--- src/rtl/spi_slave.sv ---
// spi_slave -- SPI responder, mode 0 (CPOL=0, CPHA=0), MSB first.
//
// The peer of spi_master on one SCLK/MOSI/MISO/SS link. SCLK, MOSI and SS are
// synchronised into the clk domain. MOSI is sampled on SCLK rising edges and
// MISO is shifted out on SCLK falling edges. The user side has a one-word TX
// buffer and an RX holding register with a valid/ack handshake.
//
// Parameters:
//   DATA_WIDTH  bits per transfer (default 8)
//   SYNC_STAGES synchroniser depth on sclk, mosi and ss (minimum 2)
//
// Ports:
//   clk, rst_n   system clock (rising edge), asynchronous active-low reset
//   sclk, mosi   SPI clock and master-out data from the master
//   ss           slave select, active low
//   miso         slave-out data; 1 while deselected
//   tx_data      next word to send
//   tx_load      write tx_data into the TX buffer (only while tx_ready=1)
//   tx_ready     TX buffer empty
//   rx_data      last received word; stable while rx_valid=1
//   rx_valid     rx_data holds an unacknowledged word
//   rx_ack       clears rx_valid
//   busy         a word is being shifted
//   rx_overrun   sticky overrun flag (only with SPI_SLAVE_OVERRUN_EN)
//
// Build option: define SPI_SLAVE_OVERRUN_EN to add rx_overrun and keep the
// unacknowledged word instead of overwriting it.

module spi_slave #(
   parameter int DATA_WIDTH  = 8,
   parameter int SYNC_STAGES = 2
) (
   input  logic                  clk,
   input  logic                  rst_n,
   input  logic                  sclk,
   input  logic                  mosi,
   input  logic                  ss,
   output logic                  miso,
   input  logic [DATA_WIDTH-1:0] tx_data,
   input  logic                  tx_load,
   output logic                  tx_ready,
   output logic [DATA_WIDTH-1:0] rx_data,
   output logic                  rx_valid,
   input  logic                  rx_ack,
   output logic                  busy
`ifdef SPI_SLAVE_OVERRUN_EN
   ,
   output logic                  rx_overrun
`endif
);

   localparam int CNT_W = (DATA_WIDTH > 1) ? $clog2(DATA_WIDTH) : 1;
   localparam logic [CNT_W-1:0] LAST_BIT = CNT_W'(DATA_WIDTH - 1);

   typedef enum logic [1:0] {
      IDLE,
      LOAD,
      SHIFT,
      DONE
   } state_t;

   state_t                  state;
   logic [SYNC_STAGES-1:0]  sclk_sync;
   logic [SYNC_STAGES-1:0]  mosi_sync;
   logic [SYNC_STAGES-1:0]  ss_sync;
   logic                    sclk_prev;
   logic                    sclk_s;
   logic                    mosi_s;
   logic                    ss_s;
   logic                    sclk_rise;
   logic                    sclk_fall;
   logic [DATA_WIDTH-1:0]   shreg;
   logic [DATA_WIDTH-1:0]   rx_shift;
   logic [CNT_W-1:0]        bit_cnt;
   logic [DATA_WIDTH-1:0]   tx_buf;
   logic                    rx_done;

   // Synchronisers; mosi goes through the same depth as sclk so the bit
   // seen on a detected rise is the one present at the pin edge.
   always_ff @(posedge clk or negedge rst_n) begin
      if (!rst_n) begin
         sclk_sync <= '0;
         mosi_sync <= '1;
         ss_sync   <= '1;
         sclk_prev <= 1'b0;
      end else begin
         sclk_sync <= {sclk_sync[SYNC_STAGES-2:0], sclk};
         mosi_sync <= {mosi_sync[SYNC_STAGES-2:0], mosi};
         ss_sync   <= {ss_sync[SYNC_STAGES-2:0], ss};
         sclk_prev <= sclk_s;
      end
   end

   assign sclk_s    = sclk_sync[SYNC_STAGES-1];
   assign mosi_s    = mosi_sync[SYNC_STAGES-1];
   assign ss_s      = ss_sync[SYNC_STAGES-1];
   assign sclk_rise = sclk_s & ~sclk_prev;
   assign sclk_fall = ~sclk_s & sclk_prev;

   always_ff @(posedge clk or negedge rst_n) begin
      if (!rst_n) begin
         state    <= IDLE;
         miso     <= 1'b1;
         busy     <= 1'b0;
         shreg    <= '1;
         rx_shift <= '0;
         bit_cnt  <= '0;
         tx_buf   <= '0;
         tx_ready <= 1'b1;
         rx_data  <= '0;
         rx_valid <= 1'b0;
         rx_done  <= 1'b0;
`ifdef SPI_SLAVE_OVERRUN_EN
         rx_overrun <= 1'b0;
`endif
      end else begin
         // User-side TX buffer write; a full buffer ignores tx_load.
         if (tx_load && tx_ready) begin
            tx_buf   <= tx_data;
            tx_ready <= 1'b0;
         end

         // RX handshake. rx_done is the one-cycle-late commit of a finished
         // word; the later assignment lets a commit win over a same-cycle ack.
         rx_done <= 1'b0;
         if (rx_ack) begin
            rx_valid <= 1'b0;
`ifdef SPI_SLAVE_OVERRUN_EN
            rx_overrun <= 1'b0;
`endif
         end
         if (rx_done) begin
`ifdef SPI_SLAVE_OVERRUN_EN
            if (rx_valid && !rx_ack) begin
               rx_overrun <= 1'b1;
            end else begin
               rx_data  <= rx_shift;
               rx_valid <= 1'b1;
            end
`else
            rx_data  <= rx_shift;
            rx_valid <= 1'b1;
`endif
         end

         // Deselect aborts whatever is in flight; partial words are dropped.
         if (state != IDLE && ss_s) begin
            state <= IDLE;
            miso  <= 1'b1;
            busy  <= 1'b0;
         end else begin
            case (state)
               IDLE: begin
                  miso <= 1'b1;
                  busy <= 1'b0;
                  if (!ss_s) state <= LOAD;
               end
               LOAD: begin
                  // tx_ready=0 here means the buffer holds a word; taking it
                  // frees the buffer. The write above cannot fire in that case.
                  if (!tx_ready) begin
                     shreg    <= tx_buf;
                     miso     <= tx_buf[DATA_WIDTH-1];
                     tx_ready <= 1'b1;
                  end else begin
                     shreg <= '1;
                     miso  <= 1'b1;
                  end
                  bit_cnt <= '0;
                  busy    <= 1'b1;
                  state   <= SHIFT;
               end
               SHIFT: begin
                  if (sclk_rise) begin
                     rx_shift <= {rx_shift[DATA_WIDTH-2:0], mosi_s};
                     bit_cnt  <= bit_cnt + CNT_W'(1);
                     if (bit_cnt == LAST_BIT) begin
                        rx_done <= 1'b1;
                        busy    <= 1'b0;
                        state   <= DONE;
                     end
                  end else if (sclk_fall) begin
                     shreg <= {shreg[DATA_WIDTH-2:0], 1'b1};
                     miso  <= shreg[DATA_WIDTH-2];
                  end
               end
               DONE: begin
                  // ss is known low here; a high ss was caught above.
                  if (sclk_fall) state <= LOAD;
               end
               default: state <= IDLE;
            endcase
         end
      end
   end

endmodule

--- config.mk ---
export PLATFORM = sky130hd
export DESIGN_NAME = spi_slave
export DESIGN_NICKNAME = d
export VERILOG_FILES = /design/src/rtl/spi_slave.sv
export SDC_FILE = /design/constraint.sdc
export NUM_CORES = 1
export LEC_CHECK = 0
export CORE_MARGIN = 1
export CORE_UTILIZATION = 40
export DETAILED_ROUTE_END_ITERATION = 7
export PLACE_DENSITY_LB_ADDON = 0.2
export SYNTH_ARGS = -nofsm -noshare
export SYNTH_HDL_FRONTEND = slang
export SYNTH_SLANG_ARGS = --single-unit
--- constraint.sdc ---
create_clock -name clk -period 2.05 [get_ports clk]
set_input_delay 0.5125 -clock clk [delete_from_list [all_inputs] [get_ports clk]]
set_output_delay 0.5125 -clock clk [all_outputs]
set_load 0.02 [all_outputs]
# == Yosys cells after proc, flatten, opt, wreduce, memory -nomap -nowiden ==
# Index checks and enable logic that the tools add are counted.
# totals
ram_bits,0
latch_bits,0
rom_bits,0
n_memories,0
output_inout_bits,12
register_bits,48
wordCells,78
inputBits,15
# op_classes
div,0
muxes,31
n_addsub,1
reduce_logical,13
shifts,0
mul,0
bitwise_logic,5
n_lt_le_gt_ge,0
n_eq_ne,13
# ops
op,n
two-way mux 7 bit,3
"!= test 3 bit, second input constant",6
two-way mux 1 bit,17
one-hot mux 7 bit (2 select lines),1
AND reduction 3 bit,4
two-way mux 2 bit,5
one-hot mux 2 bit (4 select lines),1
AND reduction 4 bit,2
"!= test 2 bit, second input constant",3
one-hot mux 1 bit (3 select lines),2
one-hot mux 3 bit (2 select lines),1
nonzero test 2 bit,3
"== test 2 bit, second input constant",2
nonzero test 4 bit,1
"adder 3 x 1 -> 3 bit, second input constant",1
"== test 3 bit, second input constant",1
two-way mux 3 bit,1
NOT 1 bit,3
AND 1 bit,2
"== test 2 x 1 -> 1 bit, second input constant",1
logical AND 1 bit,2
zero test 2 bit,1

# == Depth between registers and ports, before layout ==
# logic_depth
word_depth,6
ltp_mapped,8
ltp_nobuf,6

# == Worst setup path before layout ==
# OpenSTA, ideal clock, no wires.
# synth_timing
kind,reg2reg
startpoint,reg state[0]
endpoint,reg shreg[0]
required_time_ns,1.968
setup_ns,0.082
arrival_time_ns,1.688
slack_ns,0.279
path_stages_with_launch,9
cell_sequence,dfrtp_1 inv_1 ha_1 nand2b_1 buf_6 nand2_4 a221o_1 buf_6 mux2_4
# synth_via
elab_chain_len,4
elab_cells_between_ends,10
# synth_rtl
element,line,text
start: declaration,62,state_t state;
start signal: assignment,102,state <= IDLE;
start signal: assignment,148,state <= IDLE;
start signal: assignment,156,if (!ss_s) state <= LOAD;
branches (longest 4 deep; another with AND reduction 4 bit),-,
end signal: assignment,162,shreg <= tx_buf;
end signal: assignment,183,"shreg <= {shreg[DATA_WIDTH-2:0], 1'b1};"
end: declaration,72,logic [DATA_WIDTH-1:0] shreg;
# Several ways; the timed one is not identified.
# A chain may end at the register's enable or synchronous reset.

# == Final worst setup path ==
# layout_timing
startpoint,reg miso
endpoint,out miso
# layout_lines
element,line,text
start: declaration,38,"output logic miso,"
start signal: assignment,163,miso <= tx_buf[DATA_WIDTH-1];
start signal: assignment,184,miso <= shreg[DATA_WIDTH-2];
# No word-level cell between the ends.

==> flow_metrics.py <==
metrics = {
    "run_status": {
        "status": "finished, final reports clean",
    },
    "power": {
        "ir_drop_uv": 523.5,
        "pwr-share-seq_pct": 43.4,
        "power_leakage_nw": 1.215,
        "p_clk_share_pct": 21.9,
        "intPower_w": 0.002304,
        "comb_power_share_pct": 34.7,
        "switching_share_pct": 30.49,
        "power.density_nw_per_um2": 1293,
        "power_switching_w": 0.001011,
    },
    "sta": {
        "hold_viol": 0,
        "fin_ws_ns": 0.1037,
        "worst_pin_slew_ns": 0.5854,
        "final_max_slew_viol_count": 0,
        "slew_headroom_pct": 60.97,
        "setup-violations-final": 0,
        "finalClockSkew_ns": 0.002507,
        "timing.final.crit_period_ns": 1.946,
        "period_share_pct": 94.94,
        "tns_ns": 0,
        "rsz0062_at_grt": "no",
        "fmax_mhz": 513.8,
    },
    "clock_network": {
        "cts_tree": "built",
        "hold_buffers": 0,
        "root_buffer": "clkbuf_8",
        "clk_path_buf_depth": 2,
        "insertion_delay_ns": 0.30,
        "cts_setup_buffers": 0,
        "cts.htree.levels": 2,
        "cts_buffers": 5,
        "path_clk_slew_ns": 0.08,
        "cts_resized": 1,
        "cts.sinks": 48,
    },
    "critical_path": {
        "rrSetupSlack_ns": 0.11,
        "end_kind": "output pin",
        "worstSetupPathType": "flop to output pin",
        "path_max_fanout": 2,
        "critPathSlowestCell": "clkdlybuf4s50_1",
        "crit_arrival_ns": 1.43,
        "worst_setup_path_start_kind": "flop",
        "worst_path_largest_cell_delay_ns": 0.60,
        "critical-path-top-delay-family": "buffers and inverters",
        "crit_chain": "clkdlybuf4s50_1",
        "crit_required_ns": 1.54,
        "path_buf_inv": 1,
    },
    "route": {
        "drc": 0,
        "num_vias": 1331,
        "routed_via_density": 4.805,
        "drtIter0Drc": 59,
        "wl_per_cell_um": 12.23,
        "ant_nets": 0,
        "drtPass1Iterations": 4,
        "finalWirelength_um": 3388,
    },
    "place": {
        "io_buffers": 26,
        "detailedPlace.worstSlack_ns": 0.1336,
        "gp_congestion": 0.8587,
        "dp_cells": 269,
        "dp_hpwl_um": 2471,
    },
    "die": {
        "core-area_um2": 5107,
        "die_height_um": 74.95,
        "start_util_pct": 41.67,
        "row_count": 26,
        "die_x_um": 74.95,
        "floorplan.die_area_um2": 5617,
        "io_pins": 27,
    },
    "synthesis": {
        "syn_inst": 177,
        "synth_area_per_cell_um2": 12.02,
        "seq_area_frac_synth_pct": 57.20,
        "synth_nets": 199,
        "synth_seq_cells": 48,
        "yosysUniqueCellTypes": 33,
        "synthesis.area_um2": 2128,
        "yosys_warnings": 0,
    },
    "job": {
        "max_cap_violations": 0,
    },
    "final_layout": {
        "fin_cells": 277,
        "final_layout_size_suffix_gt1_share_pct": 26.09,
        "area_growth_pct": 20.46,
        "fillers": 455,
        "final_nets": 228,
        "fin_util_pct": 50.20,
        "num_antenna_cells": 0,
    },
    "grt": {
        "grtUsageTotal_pct": 14.29,
        "grt_pass1_wl_um": 5940,
        "grt_pass1_vias": 1320,
        "grt_max_degree": 49,
        "antenna_found_initial": 0,
        "overflow": 0,
    },
    "worst_hold_path": {
        "hold_path_class": "input port to asynchronous set/reset pin",
    },
}
## per-layer routing
metal	vias up	track usage, %	part of all wire (%)
met2	24	23.52	48
met5	-	0	0
met4	0	5.241	1.3
met1	647	17.69	46
met3	6	4.552	4.1
li1	654	-	-
## registers in the layout, summed over array words and instances, names as in the netlist, 2 cells and up
signal / flops
rx_data: 8
rx_shift: 8
tx_buf: 8
shreg: 7
bit_cnt: 3
mosi_sync: 2
sclk_sync: 2
ss_sync: 2
state: 2
## power by group through the flow
stage / Clock (W) / Combinational, W / Sequential, W
floorplan: 0 / 0.000979 / 0.00142
global placement: 0 / 0.00112 / 0.00144
detailed placement: 0 / 0.00117 / 0.00145
CTS: 0.000749 / 0.00117 / 0.00144
global route: 0.000794 / 0.00129 / 0.00148
finish: 0.000725 / 0.00115 / 0.00144
## path summary, 6_finish.rpt
kind                               from      endpoint  cells after the start
min reg2reg                sclk_sync[0]  sclk_sync[1]                      0
max in group asynchronous         rst_n      shreg[1]                      2
min                               rst_n   rx_shift[7]                      2
max reg2reg                    state[1]      shreg[1]                      6
max                                miso          miso                      1
min in group clk           sclk_sync[0]  sclk_sync[1]                      0
## synthesized netlist by cell type (all sizes together)
cell type  number  area share, %
a21o            3            1.1
a21oi           4           0.94
a221o           1           0.47
and2            1           0.35
and2b           1           0.41
and3            1           0.35
and4            1           0.47
buf             6            2.4
clkbuf          1           0.18
dfrtp          35             41
dfstp          13             16
ha              7            4.1
inv             5           0.88
mux2           23             13
mux2i           4            1.9
nand2          40            7.4
nand2b          2           0.59
nand3           6            1.4
nand3b          1           0.35
nand4           1           0.29
nand4b          1           0.41
nor2            6            1.1
nor4b           1           0.41
o211a           1           0.47
o21ai           8            1.9
o2bb2ai         1           0.41
o32a            1           0.47
or2b            1           0.41
or3             1           0.29
## cell type report
cell class / instances / area [um^2] / share of cell area [%]
clock buffers: 7 / 96.34 / 3.758
inverters: 5 / 18.77 / 0.7321
flip-flops and latches: 48 / 1217 / 47.49
repair buffers: 29 / 276.5 / 10.79
clock inverters: 1 / 30.03 / 1.171
well taps: 70 / 87.58 / 3.416
multi-input cells: 117 / 837.1 / 32.65
## cells by family (layout without fill, tap and decap cells)
logic type      Yosys count  count (layout)  synth area share [%]
fa+ha+maj                 7               7                 4.115
flops                    48              48                 57.20
compound gates           19              19                 5.703
simple gates             64              64                 14.23
buf+inv                  12              42                 3.469
mux                      27              27                 15.29
## placed cells by master, fill, tap and decap left out
cell,instances
inv_1,5
nand2b_1,2
and3_2,1
nand2_4,1
a21o_1,3
nand2_1,39
clkbuf_8,7
or2b_2,1
mux2_2,16
nand4b_1,1
nand4_1,1
buf_4,3
a21oi_1,4
o32a_1,1
ha_1,7
bufinv_16,1
and2b_2,1
mux2_4,7
nand3_1,6
and2_2,1
nand3b_1,1
a221o_1,1
nor4b_1,1
dlygate4sd2_1,1
nor2_1,6
dfstp_2,13
buf_2,1
o211a_1,1
clkdlybuf4s50_1,24
and4_2,1
o2bb2ai_1,1
mux2i_1,4
dfrtp_1,35
o21ai_0,8
or3_1,1
## stage by stage
stage | hold WS, ns | power (W) | instance area, um^2
floorplan | 0.2169 | 0.002395 | 2128
global placement | 0.3398 | 0.002562 | 2439
detailed placement | 0.3411 | 0.002624 | 2439
CTS | 0.3096 | 0.003355 | 2564
global route | 0.3421 | 0.003558 | 2564
finish | 0.2925 | 0.003315 | 2564
Power figures use the tool's default switching activity.
